File: src/rtl/i2s_to_pcm_converter.sv
// I2S receiver: oversamples bclk/lrclk/s_data in the clk domain and recovers
// left/right PCM words with one-cycle strobes, frame lock and short-slot flags.
module i2s_to_pcm_converter #(
  parameter int DATA_WIDTH   = 24,
  parameter int SYNC_STAGES  = 2,
  parameter int TIMEOUT_CLKS = 255
) (
  input  logic                  clk,
  input  logic                  reset_n,
  input  logic                  bclk,
  input  logic                  lrclk,
  input  logic                  s_data,
  output logic [DATA_WIDTH-1:0] l_data,
  output logic [DATA_WIDTH-1:0] r_data,
  output logic                  l_data_valid,
  output logic                  r_data_valid,
  output logic                  frame_err,
  output logic                  locked
);

  localparam int TW = $clog2(TIMEOUT_CLKS + 1);
  localparam logic [TW-1:0] TMO_MAX = TW'(TIMEOUT_CLKS);
  localparam logic [DATA_WIDTH-1:0] MSB_ONE = {1'b1, {(DATA_WIDTH-1){1'b0}}};

  typedef enum logic {HUNT, RECEIVE} state_t;

  state_t                 state_q, state_d;
  logic [SYNC_STAGES-1:0] bclk_sync_q, bclk_sync_d;
  logic [SYNC_STAGES-1:0] ws_sync_q, ws_sync_d;
  logic [SYNC_STAGES-1:0] sd_sync_q, sd_sync_d;
  logic                   bclk_prev_q, bclk_prev_d;
  logic                   rise_q, rise_d;
  logic                   ws_s_q, ws_s_d;
  logic                   sd_s_q, sd_s_d;
  logic                   ws_prev_q, ws_prev_d;
  logic [TW-1:0]          tmo_q, tmo_d;
  logic [DATA_WIDTH-1:0]  sr_q, sr_d;
  logic [5:0]             bit_cnt_q, bit_cnt_d;
  logic [DATA_WIDTH-1:0]  l_data_q, l_data_d;
  logic [DATA_WIDTH-1:0]  r_data_q, r_data_d;
  logic                   l_vld_q, l_vld_d;
  logic                   r_vld_q, r_vld_d;
  logic                   ferr_q, ferr_d;

  logic                   bclk_rise;
  logic                   ws_chg;
  logic [DATA_WIDTH-1:0]  word;

  assign bclk_rise = bclk_sync_q[SYNC_STAGES-1] & ~bclk_prev_q;
  assign ws_chg    = ws_s_q ^ ws_prev_q;
  // Shifting past the LSB yields an all-zero mask, so surplus slot bits drop out.
  assign word      = sr_q | ({DATA_WIDTH{sd_s_q}} & (MSB_ONE >> bit_cnt_q));

  always_comb begin
    bclk_sync_d = {bclk_sync_q[SYNC_STAGES-2:0], bclk};
    ws_sync_d   = {ws_sync_q[SYNC_STAGES-2:0], lrclk};
    sd_sync_d   = {sd_sync_q[SYNC_STAGES-2:0], s_data};
    bclk_prev_d = bclk_sync_q[SYNC_STAGES-1];
    rise_d      = bclk_rise;
    ws_s_d      = ws_s_q;
    sd_s_d      = sd_s_q;
    ws_prev_d   = ws_prev_q;
    tmo_d       = tmo_q;
    state_d     = state_q;
    sr_d        = sr_q;
    bit_cnt_d   = bit_cnt_q;
    l_data_d    = l_data_q;
    r_data_d    = r_data_q;
    l_vld_d     = 1'b0;
    r_vld_d     = 1'b0;
    ferr_d      = 1'b0;

    if (bclk_rise) begin
      ws_s_d    = ws_sync_q[SYNC_STAGES-1];
      sd_s_d    = sd_sync_q[SYNC_STAGES-1];
      ws_prev_d = ws_s_q;
      tmo_d     = '0;
    end else if (tmo_q != TMO_MAX) begin
      tmo_d = tmo_q + TW'(1);
    end

    // rise_q marks the cycle in which ws_s/sd_s/ws_prev hold the new bit.
    case (state_q)
      HUNT: begin
        if (rise_q && ws_chg) begin
          state_d   = RECEIVE;
          sr_d      = '0;
          bit_cnt_d = '0;
        end
      end
      default: begin
        if (rise_q) begin
          if (ws_chg) begin
            if (!ws_prev_q) begin
              l_data_d = word;
              l_vld_d  = 1'b1;
            end else begin
              r_data_d = word;
              r_vld_d  = 1'b1;
            end
            ferr_d    = (int'(bit_cnt_q) + 1) < DATA_WIDTH;
            sr_d      = '0;
            bit_cnt_d = '0;
          end else begin
            sr_d = word;
            if (bit_cnt_q != 6'd63) bit_cnt_d = bit_cnt_q + 6'd1;
          end
        end
      end
    endcase

    if (tmo_q == TMO_MAX) begin
      state_d   = HUNT;
      sr_d      = '0;
      bit_cnt_d = '0;
    end
  end

  always_ff @(posedge clk or negedge reset_n) begin
    if (!reset_n) begin
      state_q     <= HUNT;
      bclk_sync_q <= '0;
      ws_sync_q   <= '0;
      sd_sync_q   <= '0;
      bclk_prev_q <= 1'b0;
      rise_q      <= 1'b0;
      ws_s_q      <= 1'b0;
      sd_s_q      <= 1'b0;
      ws_prev_q   <= 1'b0;
      tmo_q       <= '0;
      sr_q        <= '0;
      bit_cnt_q   <= '0;
      l_data_q    <= '0;
      r_data_q    <= '0;
      l_vld_q     <= 1'b0;
      r_vld_q     <= 1'b0;
      ferr_q      <= 1'b0;
    end else begin
      state_q     <= state_d;
      bclk_sync_q <= bclk_sync_d;
      ws_sync_q   <= ws_sync_d;
      sd_sync_q   <= sd_sync_d;
      bclk_prev_q <= bclk_prev_d;
      rise_q      <= rise_d;
      ws_s_q      <= ws_s_d;
      sd_s_q      <= sd_s_d;
      ws_prev_q   <= ws_prev_d;
      tmo_q       <= tmo_d;
      sr_q        <= sr_d;
      bit_cnt_q   <= bit_cnt_d;
      l_data_q    <= l_data_d;
      r_data_q    <= r_data_d;
      l_vld_q     <= l_vld_d;
      r_vld_q     <= r_vld_d;
      ferr_q      <= ferr_d;
    end
  end

  assign l_data       = l_data_q;
  assign r_data       = r_data_q;
  assign l_data_valid = l_vld_q;
  assign r_data_valid = r_vld_q;
  assign frame_err    = ferr_q;
  assign locked       = (state_q == RECEIVE);

endmodule

File: config.mk
export PLATFORM = sky130hd
export DESIGN_NAME = i2s_to_pcm_converter
export DESIGN_NICKNAME = d
export VERILOG_FILES = /design/src/rtl/i2s_to_pcm_converter.sv
export SDC_FILE = /design/constraint.sdc
export NUM_CORES = 1
export LEC_CHECK = 0
export CAP_MARGIN = 0
export CELL_PAD_IN_SITES_DETAIL_PLACEMENT = 0
export CELL_PAD_IN_SITES_GLOBAL_PLACEMENT = 1
export CORE_AREA = 2 2 102 104
export CTS_BUF_LIST = sky130_fd_sc_hd__clkbuf_16
export DETAILED_ROUTE_END_ITERATION = 8
export DIE_AREA = 0 0 104 106
export GPL_TIMING_DRIVEN = 0
export PLACE_DENSITY_LB_ADDON = 0.05
export SLEW_MARGIN = 5
export SYNTH_ARGS = -nofsm -noshare
export SYNTH_HDL_FRONTEND = slang
export SYNTH_SLANG_ARGS = --single-unit
File: constraint.sdc
create_clock -name clk -period 1.89 [get_ports clk]
set_input_delay 0.4725 -clock clk [delete_from_list [all_inputs] [get_ports clk]]
set_output_delay 0.4725 -clock clk [all_outputs]
set_load 0.01 [all_outputs]
* Word-level counts from Yosys, hierarchy flattened
Cells that the tools add are included. Widths: inputs -> output; s select.
Storage, ports and cells: bits in registers 101, bits in latches 0, memory bits (writable) 0, ROM bits 0, input port bits 5, memories kept 0
Cells by class: add/subtract/negate cells 3, multiply operators 0, div/mod/pow operators 0, order comparisons 1, equality and inequality tests 5, shifts and indexed selects 1, mux-type cells 27, bitwise gates (word level) 6, reductions and logical operators 7
Operators with widths (count):
- $mux 24 | 5
- $mux 6 | 6
- $and 24x24->24 | 1
- $or 24x24->24 | 1
- $shr 24x6->24 const A | 1
- $mux 8 | 2
- $mux 1 | 14
- $add 8x1->8 const B | 1
- $eq 8x8->1 const B | 1
- $ne 8x8->1 const B | 1
- $reduce_and 4->1 | 2
- $add 6x1->7 const B | 1
- $lt 7x5->1 const B | 1
- $add 6x1->6 const B | 1
- $ne 6x6->1 const B | 1
- $ne 4x1->1 const B | 1
- $ne 3x1->1 const B | 1
- $reduce_and 3->1 | 1
- $reduce_bool 3->1 | 1
- $not 1->1 | 2
- $reduce_and 2->1 | 1
- $reduce_bool 2->1 | 1
- $and 1x1->1 | 1
- $logic_and 1x1->1 | 1
- $xor 1x1->1 | 1

* Logic depth before layout (Yosys ltp)
depth after elaboration 7, gate-level depth with buffers 7, gate-level depth less buffers 6

* Worst setup path after synthesis
OpenSTA, ideal clock, no wires.
path kind reg2reg, start register ws_s_q, end register l_data_q[10] (netlist: l_data[10]), setup time 0.129 ns, arrival 1.468 ns, required time 1.761 ns, path slack 0.293 ns, cell stages (with the launch flop) 7, clock period less this slack 1.597 ns, path through dfrtp_1 > inv_1 > ha_1 > nor3_1 > buf_2 > buf_2 > a21oi_1
On the way: longest elaborated chain between the ends 2
Ends and longest elaborated chain:
- from (decl) | line 33 | logic ws_s_q, ws_s_d;
- from (signal assigned) | line 145 | ws_s_q <= ws_s_d;
- $xor 1x1->1 | line 50 | assign ws_chg = ws_s_q ^ ws_prev_q;
- $reduce_and 4->1 (no source line)
- to (signal assigned) | line 151 | l_data_q <= l_data_d;
- to (decl) | line 39 | logic [DATA_WIDTH-1:0] l_data_q, l_data_d;
Every way passes these cells. A chain may end at the register's enable or synchronous reset.

* Final worst setup path
start register bit_cnt_q[0], end register bit_cnt_q[4]
On the way: longest elaborated chain between the ends 6
Ends and longest elaborated chain:
- from (decl) | line 38 | logic [5:0] bit_cnt_q, bit_cnt_d;
- from (signal assigned) | line 150 | bit_cnt_q <= bit_cnt_d;
- $add 6x1->6 | line 106 | if (bit_cnt_q != 6'd63) bit_cnt_d = bit_cnt_q + 6'd1;
- $mux 6 | line 106
- $mux 6 | line 93 | if (ws_chg) begin
- $mux 6 | line 92 | if (rise_q) begin
- $mux 6 | line 83 | case (state_q)
- $mux 6 | line 112 | if (tmo_q == TMO_MAX) begin
Parallel ways exist; a longest one is shown, timed or not. The select of a mux whose other input is x is not followed.

==> flow_metrics.py <==
metrics = {
    "logic_synthesis": {
        "ys_seq_area_share_pct": 60.39,
        "synthTopCellsByCount": "dfrtp_1 (101), a21oi_1 (45), nor2_1 (45)",
        "ys.flop_type": "dfrtp_1",
        "yosys_warnings": 0,
        "synth_fp_nets": 402,
        "synthTopCellsByArea": "dfrtp_1 (60%), a21oi_1 (5.4%), nor2_1 (4.0%), nand2_1 (3.1%), o21ai_1 (3.0%)",
        "async_flop_share_pct": 100.0,
        "avgSynthCellArea_sq_um": 10.79,
        "ys_ff_latch": 101,
        "yosys.area.top_type": "dfrtp_1",
        "synth.distinct_cells": 50,
        "synth.most_common_cell": "dfrtp_1",
        "synth_edf_count": 0,
        "netlist_area_sq_mm": 0.004185,
        "syn_inst": 388,
        "synth.top_cell.area_share_pct": 60.39,
    },
    "timing": {
        "holdWs_ns": 0.1428,
        "hold_viol_final": 0,
        "final.setup.tns_ns": 0,
        "finalSetupViolCount": 0,
        "fin_skew_ns": 0.01208,
        "fin_crit_sh_pct": 94.84,
        "rsz0062_at_grt": "yes",
        "min_period_ns": 1.792,
        "worstMarginPinSlew_ns": 0.6518,
        "max_freq_mhz": 557.9,
        "slew_headroom_pct": 56.55,
        "drv_slew": 0,
        "fin_ws_ns": 0.09756,
    },
    "global_routing": {
        "grt_pass1_vias": 3072,
        "overflow": 0,
        "grt_antenna_before_repair": 0,
        "grt_pass1_wl_mm": 16.16,
        "grt_use_total_pct": 18.57,
        "grt_max_degree": 52,
    },
    "floorplan": {
        "die_w_um": 104,
        "initial_core_util_pct": 41.85,
        "die_y_um": 106,
        "fp-row-count": 37,
        "coreArea_sq_mm": 0.01000,
        "ios": 57,
        "dieArea_sq_mm": 0.01102,
    },
    "worst_setup_path": {
        "rr_startpoint": "bit_cnt_q[0]",
        "startpoint_type": "flip-flop",
        "worstSetupPathType": "reg -> reg",
        "crit_end": "bit_cnt_q[4]",
        "crit_start": "bit_cnt_q[0]",
        "r2r_cells": 5,
        "cp-end-kind": "flip-flop",
        "crit_arrival_ns": 2.01,
        "path_max_fanout": 8,
        "critPathRequiredTime_ns": 2.11,
        "rr_endpoint": "bit_cnt_q[4]",
        "r2r_slack_ns": 0.1,
    },
    "run": {
        "cap_viol_max_count": 0,
    },
    "layout": {
        "final_core_util_pct": 52.93,
        "drive_above_1_share_pct": 10.87,
        "antenna_cells": 0,
        "final_nets": 469,
        "areaGrowthSynthToFinish_pct": 26.46,
        "fillers": 925,
    },
    "placement": {
        "place_congestion": 0.8422,
        "hpwl_mm": 6.922,
        "post-place-ws_ns": -0.1933,
        "placement.io_buffers": 56,
    },
    "status": {
        "outcome": "finished, final reports clean",
    },
    "clock_tree": {
        "cts_buffers": 9,
        "clockBufferDepth": 2,
        "clock-root-buffer": "clkbuf_16",
        "htreeDepth": 3,
        "cts_sinks": 101,
        "cts_tree": "yes",
        "clock_latency_ns": 0.35,
        "clk_pin_slew_ns": 0.08,
    },
    "routing": {
        "routed_wl_mm": 9.823,
        "dr.pass1.iters": 4,
        "post_drt_wl_per_cell_um": 16.48,
        "drcViolationCount": 0,
        "viasPerCell": 5.263,
        "drt_iter0_drc": 131,
        "dr_total_vias": 3137,
        "detail-route-antenna-nets": 0,
    },
    "pwr": {
        "p_leak_nw": 2.321,
        "p_per_area_mw_per_mm2": 1289,
        "vdd.ir_drop.worst_uv": 474.9,
    },
    "min_path": {
        "hold_class": "in -> async",
    },
}
[how the worst min path moves through the flow]
stage                         to  slack [ns]          from
CTS                 r_data_valid        0.17       reset_n
global route        r_data_valid        0.20       reset_n
detailed placement  ws_sync_q[1]        0.34  ws_sync_q[0]
finish              r_data_valid        0.14       reset_n
global placement    ws_sync_q[1]        0.34  ws_sync_q[0]
floorplan            bclk_prev_q        0.18       reset_n
[kinds of logic (layout without fill, tap and decap cells)]
family	Yosys count	in the layout	synth area share, %
and+or+nand+nor	124	124	14.83
muxes	1	1	0.2690
adders and majority gates	9	9	2.691
AOI/OAI and AO/OA	122	122	17.79
xor gates and xnor gates	4	4	0.8372
DFF	101	101	60.39
buffers and inverters	27	99	3.199
[placed cells by master (no fill, tap or decap), drive strengths merged, types with 2 or more instances in the layout]
cell type / instances
ha: 9
a22oi: 2
buf: 15
clkdlybuf4s50: 55
inv: 11
nand4: 3
dfrtp: 101
a211oi: 2
a31oi: 17
clkbuf: 15
nand3: 6
clkinv: 2
a22o: 10
nand2b: 2
nor2: 47
and3: 7
nor4b: 2
xor2: 3
nor2b: 9
o2bb2ai: 6
and2: 5
o21a: 2
o211ai: 4
a21oi: 45
o21ai: 28
nand2: 36
a31o: 2
[per-layer routing]
metal  wire, um  track usage (%)  vias to the layer above
met4        225            6.853                        0
met3        494            3.433                       20
met1       4517            25.72                     1534
li1           -                -                     1495
met2       4585            29.37                       88
met5          0                0                        -
[stage by stage]
stage	total power [mW]	area (sq um)	std cells
2_1_floorplan	3.896	4185	388
3_3_place_gp	4.880	4916	580
3_5_place_dp	4.932	4941	581
4_1_cts	6.879	5266	596
5_1_grt	7.226	5293	596
6_report	6.823	5293	596
[final cells by class]
| type | instances | area (sq um) | share of cell area [%] |
|---|---|---|---|
| buffer | 19 | 112.6 | 2.128 |
| timing repair buffer | 57 | 585.6 | 11.06 |
| multi-input combinational | 260 | 1554 | 29.36 |
| inverter | 7 | 26.28 | 0.4965 |
| clock inverter | 7 | 90.09 | 1.702 |
| tap | 136 | 170.2 | 3.215 |
| sequential | 101 | 2529 | 47.78 |
| clock buffer | 9 | 225.2 | 4.255 |
[critical path, stage by stage (launching register included)]
cell and delay (ns):
dfrtp_1 0.47, ha_1 0.36, nand2_1 0.14, or4b_1 0.50, nand3_1 0.11, a21oi_1 0.08
[sequential cells by signal, indices dropped and copies added, names as in the netlist, 2 cells and up]
signal and cells:
tmo_q 8, l_data 24, sd_sync_q 2, ws_sync_q 2, bclk_sync_q 2, sr_q 24, r_data 24, bit_cnt_q 6
[where the power goes]
part | total, mW | internal, mW | switching (mW)
logic | 1.99 | 0.957 | 1.03
clock network | 1.93 | 1.06 | 0.861
registers | 2.91 | 2.60 | 0.308
[repair_timing]
action                     CTS  global route
gates resized for setup      5             8
setup buffers                0             0
hold buffers                 0             0
setup endpoints to repair   41            43
pin swaps                    0             0
Note: power is estimated with default switching activity, not from simulation.
